**config.mk**
```make
export PLATFORM = sky130hd
export DESIGN_NAME = lobster_dbus_arbiter_flat
export DESIGN_NICKNAME = d
export VERILOG_FILES = /design/src/rtl/lobster_dbus_arbiter_pkg.sv /design/src/rtl/lobster_dbus_arbiter_if.sv /design/src/rtl/lobster_dbus_arbiter_wdog.sv /design/src/rtl/lobster_dbus_arbiter.sv /design/src/flat_wrapper.sv
export SDC_FILE = /design/constraint.sdc
export NUM_CORES = 1
export LEC_CHECK = 0
export BUFFER_PORTS_ARGS = -buffer_cell sky130_fd_sc_hd__buf_2
export CAP_MARGIN = 25
export CORE_AREA = 2 2 170 172
export DETAILED_ROUTE_END_ITERATION = 7
export DIE_AREA = 0 0 172 174
export PLACE_DENSITY = 0.69
export SLEW_MARGIN = 10
export SYNTH_ARGS = -nofsm -noshare
export SYNTH_HDL_FRONTEND = slang
export SYNTH_SLANG_ARGS = --single-unit
```
**constraint.sdc**
```tcl
create_clock -name clk -period 1.6 [get_ports clk]
set_input_delay 0.24 -clock clk [delete_from_list [all_inputs] [get_ports clk]]
set_output_delay 0.24 -clock clk [all_outputs]
set_load 0.005 [all_outputs]
```
**src/rtl/lobster_dbus_arbiter_pkg.sv**
```systemverilog
// Shared types for the lobster128 data-bus arbiter: owner and FSM state
// encodings plus the default bus widths.
package lobster_pkg;

  localparam int unsigned DBUS_ADDR_WIDTH = 36;
  localparam int unsigned DBUS_DATA_WIDTH = 64;

  typedef enum logic {
    OWN_FETCH = 1'b0,
    OWN_LSU   = 1'b1
  } dbus_owner_t;

  typedef enum logic [1:0] {
    IDLE   = 2'd0,
    ACCESS = 2'd1,
    RESP   = 2'd2
  } dbus_state_t;

  // The requester that is not o; used to hand round-robin priority over.
  function automatic dbus_owner_t dbus_other(input dbus_owner_t o);
    return (o == OWN_LSU) ? OWN_FETCH : OWN_LSU;
  endfunction

endpackage

```
**src/rtl/lobster_dbus_arbiter_if.sv**
```systemverilog
// Requester and SRAM-side signals of the data-bus arbiter. The master modport
// is the arbiter itself; slave is the pipeline/SRAM environment.
interface lobster_dbus_arbiter_if #(
  parameter int unsigned ADDR_WIDTH = lobster_pkg::DBUS_ADDR_WIDTH
);
  localparam int unsigned DW = lobster_pkg::DBUS_DATA_WIDTH;

  logic                  if_req;
  logic [ADDR_WIDTH-1:0] if_addr;
  logic                  if_done;
  logic                  if_err;
  logic [DW-1:0]         if_rdata;

  logic                  ls_req;
  logic                  ls_we;
  logic [ADDR_WIDTH-1:0] ls_addr;
  logic [DW-1:0]         ls_wdata;
  logic                  ls_done;
  logic                  ls_err;
  logic [DW-1:0]         ls_rdata;

  logic                  mem_ce;
  logic                  mem_we;
  logic [ADDR_WIDTH-1:0] mem_addr;
  logic [DW-1:0]         mem_wdata;
  logic [DW-1:0]         mem_rdata;
  logic                  mem_rdy;

  logic                  busy;
  logic                  owner;

  modport master (
    input  if_req, if_addr, ls_req, ls_we, ls_addr, ls_wdata, mem_rdata, mem_rdy,
    output if_done, if_err, if_rdata, ls_done, ls_err, ls_rdata,
           mem_ce, mem_we, mem_addr, mem_wdata, busy, owner
  );

  modport slave (
    output if_req, if_addr, ls_req, ls_we, ls_addr, ls_wdata, mem_rdata, mem_rdy,
    input  if_done, if_err, if_rdata, ls_done, ls_err, ls_rdata,
           mem_ce, mem_we, mem_addr, mem_wdata, busy, owner
  );

endinterface

```
**src/rtl/lobster_dbus_arbiter_wdog.sv**
```systemverilog
// rdy watchdog: counts ACCESS cycles; expired is high on the cycle where the
// count reaches TIMEOUT_CYCLES-1 (registered one cycle ahead).
module lobster_dbus_wdog #(
  parameter int unsigned TIMEOUT_CYCLES = 256
) (
  input  logic clk,
  input  logic rst,
  input  logic clear,
  input  logic run,
  output logic expired
);

  localparam int unsigned CW      = $clog2(TIMEOUT_CYCLES);
  localparam logic [CW-1:0] PRE_LAST = CW'(TIMEOUT_CYCLES - 2);

  logic [CW-1:0] cnt;

  always_ff @(posedge clk) begin
    if (rst || clear) begin
      cnt     <= '0;
      expired <= 1'b0;
    end else if (run) begin
      cnt     <= cnt + CW'(1);
      expired <= (cnt == PRE_LAST);
    end
  end

endmodule

```
**src/rtl/lobster_dbus_arbiter.sv**
```systemverilog
// Single-port SRAM arbiter/sequencer sharing the memory port between fetch and
// LSU. Define LOBSTER_DBUS_RR_EN for round-robin instead of fixed LSU priority.
module lobster_dbus_arbiter
  import lobster_pkg::*;
#(
  parameter int unsigned ADDR_WIDTH     = DBUS_ADDR_WIDTH,
  parameter int unsigned TIMEOUT_CYCLES = 256
) (
  input logic                   clk,
  input logic                   rst,
  lobster_dbus_arbiter_if.master bus
);

  localparam int unsigned DW = DBUS_DATA_WIDTH;

  dbus_state_t           state;
  dbus_owner_t           owner_q;
  dbus_owner_t           grant_c;
  logic                  busy_q;
  logic                  mem_ce_q;
  logic                  mem_we_q;
  logic [ADDR_WIDTH-1:0] mem_addr_q;
  logic [DW-1:0]         mem_wdata_q;
  logic                  if_done_q, if_err_q;
  logic                  ls_done_q, ls_err_q;
  logic [DW-1:0]         if_rdata_q, ls_rdata_q;
  logic                  expired;

`ifdef LOBSTER_DBUS_RR_EN
  dbus_owner_t rr_ptr;

  // Pointer only breaks ties; a lone requester always wins.
  always_comb begin
    grant_c = OWN_FETCH;
    if (bus.ls_req && bus.if_req) grant_c = rr_ptr;
    else if (bus.ls_req)          grant_c = OWN_LSU;
  end

  always_ff @(posedge clk) begin
    if (rst)                 rr_ptr <= OWN_LSU;
    else if (state == RESP)  rr_ptr <= dbus_other(owner_q);
  end
`else
  always_comb begin
    grant_c = OWN_FETCH;
    if (bus.ls_req) grant_c = OWN_LSU;
  end
`endif

  lobster_dbus_wdog #(
    .TIMEOUT_CYCLES(TIMEOUT_CYCLES)
  ) u_wdog (
    .clk    (clk),
    .rst    (rst),
    .clear  (state == RESP),
    .run    (state == ACCESS),
    .expired(expired)
  );

  // Transaction sequencer: latch in IDLE, hold through ACCESS, pulse done in RESP.
  always_ff @(posedge clk) begin
    if (rst) begin
      state       <= IDLE;
      owner_q     <= OWN_FETCH;
      busy_q      <= 1'b0;
      mem_ce_q    <= 1'b0;
      mem_we_q    <= 1'b0;
      mem_addr_q  <= '0;
      mem_wdata_q <= '0;
      if_done_q   <= 1'b0;
      if_err_q    <= 1'b0;
      ls_done_q   <= 1'b0;
      ls_err_q    <= 1'b0;
      if_rdata_q  <= '0;
      ls_rdata_q  <= '0;
    end else begin
      case (state)
        IDLE: begin
          if (bus.if_req || bus.ls_req) begin
            state    <= ACCESS;
            busy_q   <= 1'b1;
            mem_ce_q <= 1'b1;
            owner_q  <= grant_c;
            if (grant_c == OWN_LSU) begin
              mem_we_q    <= bus.ls_we;
              mem_addr_q  <= bus.ls_addr;
              mem_wdata_q <= bus.ls_wdata;
            end else begin
              mem_we_q   <= 1'b0;
              mem_addr_q <= bus.if_addr;
            end
          end
        end
        ACCESS: begin
          if (bus.mem_rdy || expired) begin
            state    <= RESP;
            mem_ce_q <= 1'b0;
            mem_we_q <= 1'b0;
            if (owner_q == OWN_LSU) begin
              ls_done_q <= 1'b1;
              ls_err_q  <= ~bus.mem_rdy;
              if (bus.mem_rdy && !mem_we_q) ls_rdata_q <= bus.mem_rdata;
            end else begin
              if_done_q <= 1'b1;
              if_err_q  <= ~bus.mem_rdy;
              if (bus.mem_rdy) if_rdata_q <= bus.mem_rdata;
            end
          end
        end
        RESP: begin
          state     <= IDLE;
          busy_q    <= 1'b0;
          if_done_q <= 1'b0;
          if_err_q  <= 1'b0;
          ls_done_q <= 1'b0;
          ls_err_q  <= 1'b0;
        end
        default: state <= IDLE;
      endcase
    end
  end

  assign bus.busy      = busy_q;
  assign bus.owner     = owner_q;
  assign bus.mem_ce    = mem_ce_q;
  assign bus.mem_we    = mem_we_q;
  assign bus.mem_addr  = mem_addr_q;
  assign bus.mem_wdata = mem_wdata_q;
  assign bus.if_done   = if_done_q;
  assign bus.if_err    = if_err_q;
  assign bus.if_rdata  = if_rdata_q;
  assign bus.ls_done   = ls_done_q;
  assign bus.ls_err    = ls_err_q;
  assign bus.ls_rdata  = ls_rdata_q;

endmodule

```
**src/flat_wrapper.sv**
```systemverilog
// flat-port wrapper written by rule: the top's interface ports become plain ports
module lobster_dbus_arbiter_flat import lobster_pkg::*;
#(
  parameter int unsigned ADDR_WIDTH     = DBUS_ADDR_WIDTH,
  parameter int unsigned TIMEOUT_CYCLES = 256
)
  (clk, rst, bus_if_req, bus_if_addr, bus_ls_req, bus_ls_we, bus_ls_addr, bus_ls_wdata, bus_mem_rdata, bus_mem_rdy, bus_if_done, bus_if_err, bus_if_rdata, bus_ls_done, bus_ls_err, bus_ls_rdata, bus_mem_ce, bus_mem_we, bus_mem_addr, bus_mem_wdata, bus_busy, bus_owner);
  lobster_dbus_arbiter_if #(.ADDR_WIDTH(ADDR_WIDTH)) bus_i ();
  input logic clk;
  input logic rst;
  input wire logic [$bits(bus_i.if_req)-1:0] bus_if_req;
  input wire logic [$bits(bus_i.if_addr)-1:0] bus_if_addr;
  input wire logic [$bits(bus_i.ls_req)-1:0] bus_ls_req;
  input wire logic [$bits(bus_i.ls_we)-1:0] bus_ls_we;
  input wire logic [$bits(bus_i.ls_addr)-1:0] bus_ls_addr;
  input wire logic [$bits(bus_i.ls_wdata)-1:0] bus_ls_wdata;
  input wire logic [$bits(bus_i.mem_rdata)-1:0] bus_mem_rdata;
  input wire logic [$bits(bus_i.mem_rdy)-1:0] bus_mem_rdy;
  output wire logic [$bits(bus_i.if_done)-1:0] bus_if_done;
  output wire logic [$bits(bus_i.if_err)-1:0] bus_if_err;
  output wire logic [$bits(bus_i.if_rdata)-1:0] bus_if_rdata;
  output wire logic [$bits(bus_i.ls_done)-1:0] bus_ls_done;
  output wire logic [$bits(bus_i.ls_err)-1:0] bus_ls_err;
  output wire logic [$bits(bus_i.ls_rdata)-1:0] bus_ls_rdata;
  output wire logic [$bits(bus_i.mem_ce)-1:0] bus_mem_ce;
  output wire logic [$bits(bus_i.mem_we)-1:0] bus_mem_we;
  output wire logic [$bits(bus_i.mem_addr)-1:0] bus_mem_addr;
  output wire logic [$bits(bus_i.mem_wdata)-1:0] bus_mem_wdata;
  output wire logic [$bits(bus_i.busy)-1:0] bus_busy;
  output wire logic [$bits(bus_i.owner)-1:0] bus_owner;
  assign bus_i.if_req = bus_if_req;
  assign bus_i.if_addr = bus_if_addr;
  assign bus_i.ls_req = bus_ls_req;
  assign bus_i.ls_we = bus_ls_we;
  assign bus_i.ls_addr = bus_ls_addr;
  assign bus_i.ls_wdata = bus_ls_wdata;
  assign bus_i.mem_rdata = bus_mem_rdata;
  assign bus_i.mem_rdy = bus_mem_rdy;
  assign bus_if_done = bus_i.if_done;
  assign bus_if_err = bus_i.if_err;
  assign bus_if_rdata = bus_i.if_rdata;
  assign bus_ls_done = bus_i.ls_done;
  assign bus_ls_err = bus_i.ls_err;
  assign bus_ls_rdata = bus_i.ls_rdata;
  assign bus_mem_ce = bus_i.mem_ce;
  assign bus_mem_we = bus_i.mem_we;
  assign bus_mem_addr = bus_i.mem_addr;
  assign bus_mem_wdata = bus_i.mem_wdata;
  assign bus_busy = bus_i.busy;
  assign bus_owner = bus_i.owner;
  lobster_dbus_arbiter #(.ADDR_WIDTH(ADDR_WIDTH), .TIMEOUT_CYCLES(TIMEOUT_CYCLES)) u_core (.clk(clk), .rst(rst), .bus(bus_i));
endmodule
```
==> key figures <==
Logic synthesis
  – Top FF cell, synth: dfxtp_1
  – Distinct cell type count after synthesis: between 40 and 50
  – Register area share after synthesis: 53.0%
  – Synth Area in XOR/XNOR: 0.0938%
  – Synth Warn #: 0
  – Post-synthesis simple-gate area fraction: 17.0%
  – Post-Syn Area: 9340 um^2
  – Compound-gate portion of the synthesized area: between 20 and 25%
  – Post-synth EDFFs: 0
  – Synth Instances: 1,112
  – Mux cell area share after synthesis: 3.97%
  – Largest family of logic cells by synthesized area: compound AO/OA/AOI/OAI gates
  – Async set-reset flop share out of synthesis: 0%
  – Synth Area in Adders: 0.268%
  – #FFs+latches synth: 247
  – Avg Cell Area, Syn: 8.39 um^2
  – Syn nets: about 1,300

Cells and area
  – N_diodes: 0
  – Multi-input gate area: roughly 3900 um^2
  – Register area: slightly below 5000 um^2
  – Fin area: between 10,000 and 15,000 um^2
  – Fill cells: 2,631
  – Syn-to-layout area delta: 52.9%
  – Layout Nets: 1,856
  – Layout cells sized above 1: 32.1%

Placement
  – Placer Congestion: about 0.83
  – Cell Area, Placed: 12,000 um^2
  – I/O Buffers: 441
  – Detailed placement HPWL: 21,800 um

Die
  – Rows: 62
  – Core ar.: ~28,000 um^2
  – Initial core utilization: approximately a third
  – IO Pins: roughly 440
  – DIE AREA: ~30,000 um^2
  – Die width: 172 um
  – Die height: 174 um

Worst setup path
  – Crit-path max cell delay: 360 ps
  – Reg2reg end: u_core.bus.ls_rdata[55]
  – CP Data Arrival Time: 1920 ps
  – Reg-to-reg startpoint: u_core.state[1]
  – CP Max Fanout: 64
  – CP startpoint kind: register
  – WP buf/inv: 2
  – Critical path's top delay family: flip-flops
  – R2R setup slack: 100 ps
  – CP Class: register to register
  – CP Capture Point: u_core.bus.ls_rdata[55]
  – Worst Setup SP: u_core.state[1]
  – WP depth: 5
  – Crit-path cells: buf_4 > or2_2 > buf_12 > o21ai_0 > a21oi_1
  – WP data required: between 2000 and 2500 ps
  – Worst Reg-to-Reg Cells: 5
  – Crit end category: register
  – Slowest stage cell, crit path: dfxtp_2

Timing
  – Clock skew: between 10 and 15 ps
  – Final Slew Violations: 0
  – Maximum clock rate: 665 MHz
  – Final Setup Violations: 0
  – Hold Worst Slack: 30.7 ps
  – Minimum clock period: 1500 ps
  – Slew margin rel.: a little over 60%
  – Final Hold Vio Count: 0
  – Fin Setup TNS: 0 ps
  – RSZ-0062 raised after global routing: no
  – Period utilisation layout: 93.9%
  – Least-Margin Pin Slew: 589 ps

Route
  – DR vias/cell: just under 5
  – Residual DRC count: 0
  – Initial detailed-routing violation count: between 900 and 1,000
  – Top sig layer: met4
  – Routed vias: 10,200
  – Avg WL per Cell: 16.3 um
  – Drt total wl: 33,400 um
  – Antenna Violating Nets Remaining: 0
  – Pre-antenna DRT Iters: 5
  – Met2 wire len: 16,100 um
  – Metal-1 WL: 12,800 um
  – Met3 wire len: 2940 um

Clocking
  – Clock-pin slew on the worst setup and hold paths: 60 ps
  – Clock sink count: 247
  – Setup Buffers After CTS: 0
  – Insertion delay to the later sink of the worst-skew pair: 540 ps
  – Clock Path Buffers: 3
  – Root buf cell: clkbuf_16
  – Clock tree from TritonCTS: yes
  – CTS Buf Count: 27
  – Htree depth: 1

GRT
  – Initial antenna violation count: 0
  – Global-route total usage across every layer: 20.9%
  – First-pass GRT wire length: ~50,000 um
  – Vias in the first global route: 9,931
  – GRT Residual Overflow: 0
  – Largest net degree at the start of global routing: 76

Pwr
  – Sequential power share: a little over two fifths
  – Sw power: 0.00386 W
  – Clock share of power: between 40% and 50%
  – Lkg Pwr: 6.36 nW
  – Sw Ratio: around a quarter
  – Comb power frac: 14.1%
  – Worst VDD drop: 659 uV
  – Pwr dens: about 1100 nW/um^2
  – Pwr Total: roughly 0.015 W
  – Cell Int Power: between 0.01 and 0.015 W

Worst hold path
  – Hold WC Path Type: input port to register

Job
  – Max_cap viols: 0

Status
  – Status: finished, final reports clean
==> worst reg2reg max path: cells and delay by family, from the launching register on <==
family | cells | cell delay (ps)
compound gates | 2 | 370
buf+inv | 2 | 350
simple gates | 1 | 300
flops | 1 | 360
==> sequential cells by signal, indices dropped and copies added, names as in the netlist <==
register               flops
u_core.bus.ls_done         1
u_core.bus.if_done         1
u_core.bus.if_err          1
u_core.bus.mem_ce          1
u_core.bus.if_rdata       64
u_core.bus.mem_wdata      64
u_core.bus.owner           1
u_core.bus.mem_we          1
u_core.bus.busy            1
u_core.u_wdog.expired      1
u_core.bus.ls_err          1
u_core.state               2
u_core.bus.mem_addr       36
u_core.bus.ls_rdata       64
u_core.u_wdog.cnt          8
==> kinds of logic (layout without fill, tap and decap cells) <==
group / after synthesis / count (layout)
muxes: 37 / 37
AOI/OAI and AO/OA: 351 / 351
DFF: 247 / 247
xor gates and xnor gates: 1 / 1
adders and majority gates: 2 / 2
buffers and inverters: 104 / 658
and+or+nand+nor: 370 / 370
==> layout make-up <==
class	instances	share of cell area [%]
sequential	247	34.7
multi-input combinational	761	27.4
inverter	3	0.0789
timing repair buffer	608	27.9
clock inverter	9	1.15
tap	384	3.37
clock buffer	38	5.51
==> power by group through the flow <==
stage / combinational (W) / sequential, W / clock (W)
finish: 0.00218 / 0.00666 / 0.00661
CTS: 0.00217 / 0.00665 / 0.00679
detailed placement: 0.00191 / 0.00678 / 0
global route: 0.00238 / 0.00669 / 0.00706
global placement: 0.00189 / 0.00677 / 0
floorplan: 0.000916 / 0.00680 / 0
==> routing by layer <==
layer  up-vias  global-route usage (%)
met3       105                    5.10
met1      4673                    23.7
met5         -                       0
met2       527                    36.8
li1       4890                       -
met4         0                    9.38
==> Yosys cell counts, types with 3 or more instances <==
cell,n,share of area [%]
dfxtp_1,247,53
buf_6,7,0.84
nand3b_1,3,0.24
clkbuf_1,47,1.9
mux2i_1,37,4.0
inv_1,3,0.12
o31ai_1,3,0.24
clkbuf_2,6,0.32
nand2_1,264,11
nand2b_1,3,0.20
nor2_1,5,0.20
a21oi_1,239,13
nor3_1,4,0.21
nand3_1,68,3.6
or3_1,3,0.20
buf_2,31,1.7
a211oi_1,37,3.0
o21ai_0,67,3.6
buf_4,9,0.72
==> layout by cell type (no fill, tap or decap), types with 2 or more instances in the layout <==
cell type	synthesis	layout
o21ai_0	67	67
nand3b_1	3	3
nor3_1	4	4
ha_1	2	2
buf_2	31	440
clkbuf_8	0	7
clkinv_2	0	3
inv_1	3	3
dfxtp_1	247	245
mux2i_1	37	37
and2_1	2	2
bufinv_16	0	4
or3_1	3	3
nand2b_1	3	3
a21oi_1	239	239
nand3_1	68	67
dfxtp_2	0	2
clkbuf_1	47	4
a211oi_1	37	37
nand2_1	264	264
clkbuf_16	0	27
a22o_1	2	2
buf_12	0	15
buf_4	9	23
nor2_1	5	4
nor2b_1	2	2
nand4_1	2	2
o31ai_1	3	3
dlygate4sd3_1	0	129
==> worst min-delay path by stage <==
stage / start / end / slack [ps] / cells past startpoint
after floorplan: bus_mem_rdata[0] / u_core.bus.if_rdata[0] / 380 / 2
after global placement: u_core.bus.if_rdata[51] / u_core.bus.if_rdata[51] / 440 / 2
after detailed placement: u_core.bus.if_rdata[36] / u_core.bus.if_rdata[36] / 440 / 2
after CTS: bus_ls_wdata[1] / u_core.bus.mem_wdata[1] / 2 / 3
after global routing: bus_ls_wdata[1] / u_core.bus.mem_wdata[1] / 10 / 3
final: bus_if_addr[13] / u_core.bus.mem_addr[13] / 30 / 3
==> through the flow <==
stage	instances	util, %	worst slack (ps)
5_1_grt	2050	50.5	22.0
3_5_place_dp	1874	42.6	91.8
6_report	2050	50.5	96.9
3_3_place_gp	1874	42.6	152
2_1_floorplan	1112	-	276
4_1_cts	2050	50.5	70.0
==> timing repair <==
action                                  4_1_cts  5_1_grt
endpoints found under the setup margin        0       37
gates resized for setup                       0        2
endpoints found under the hold margin       191        0
hold buffers                                129        0
Power figures use the tool's default switching activity.
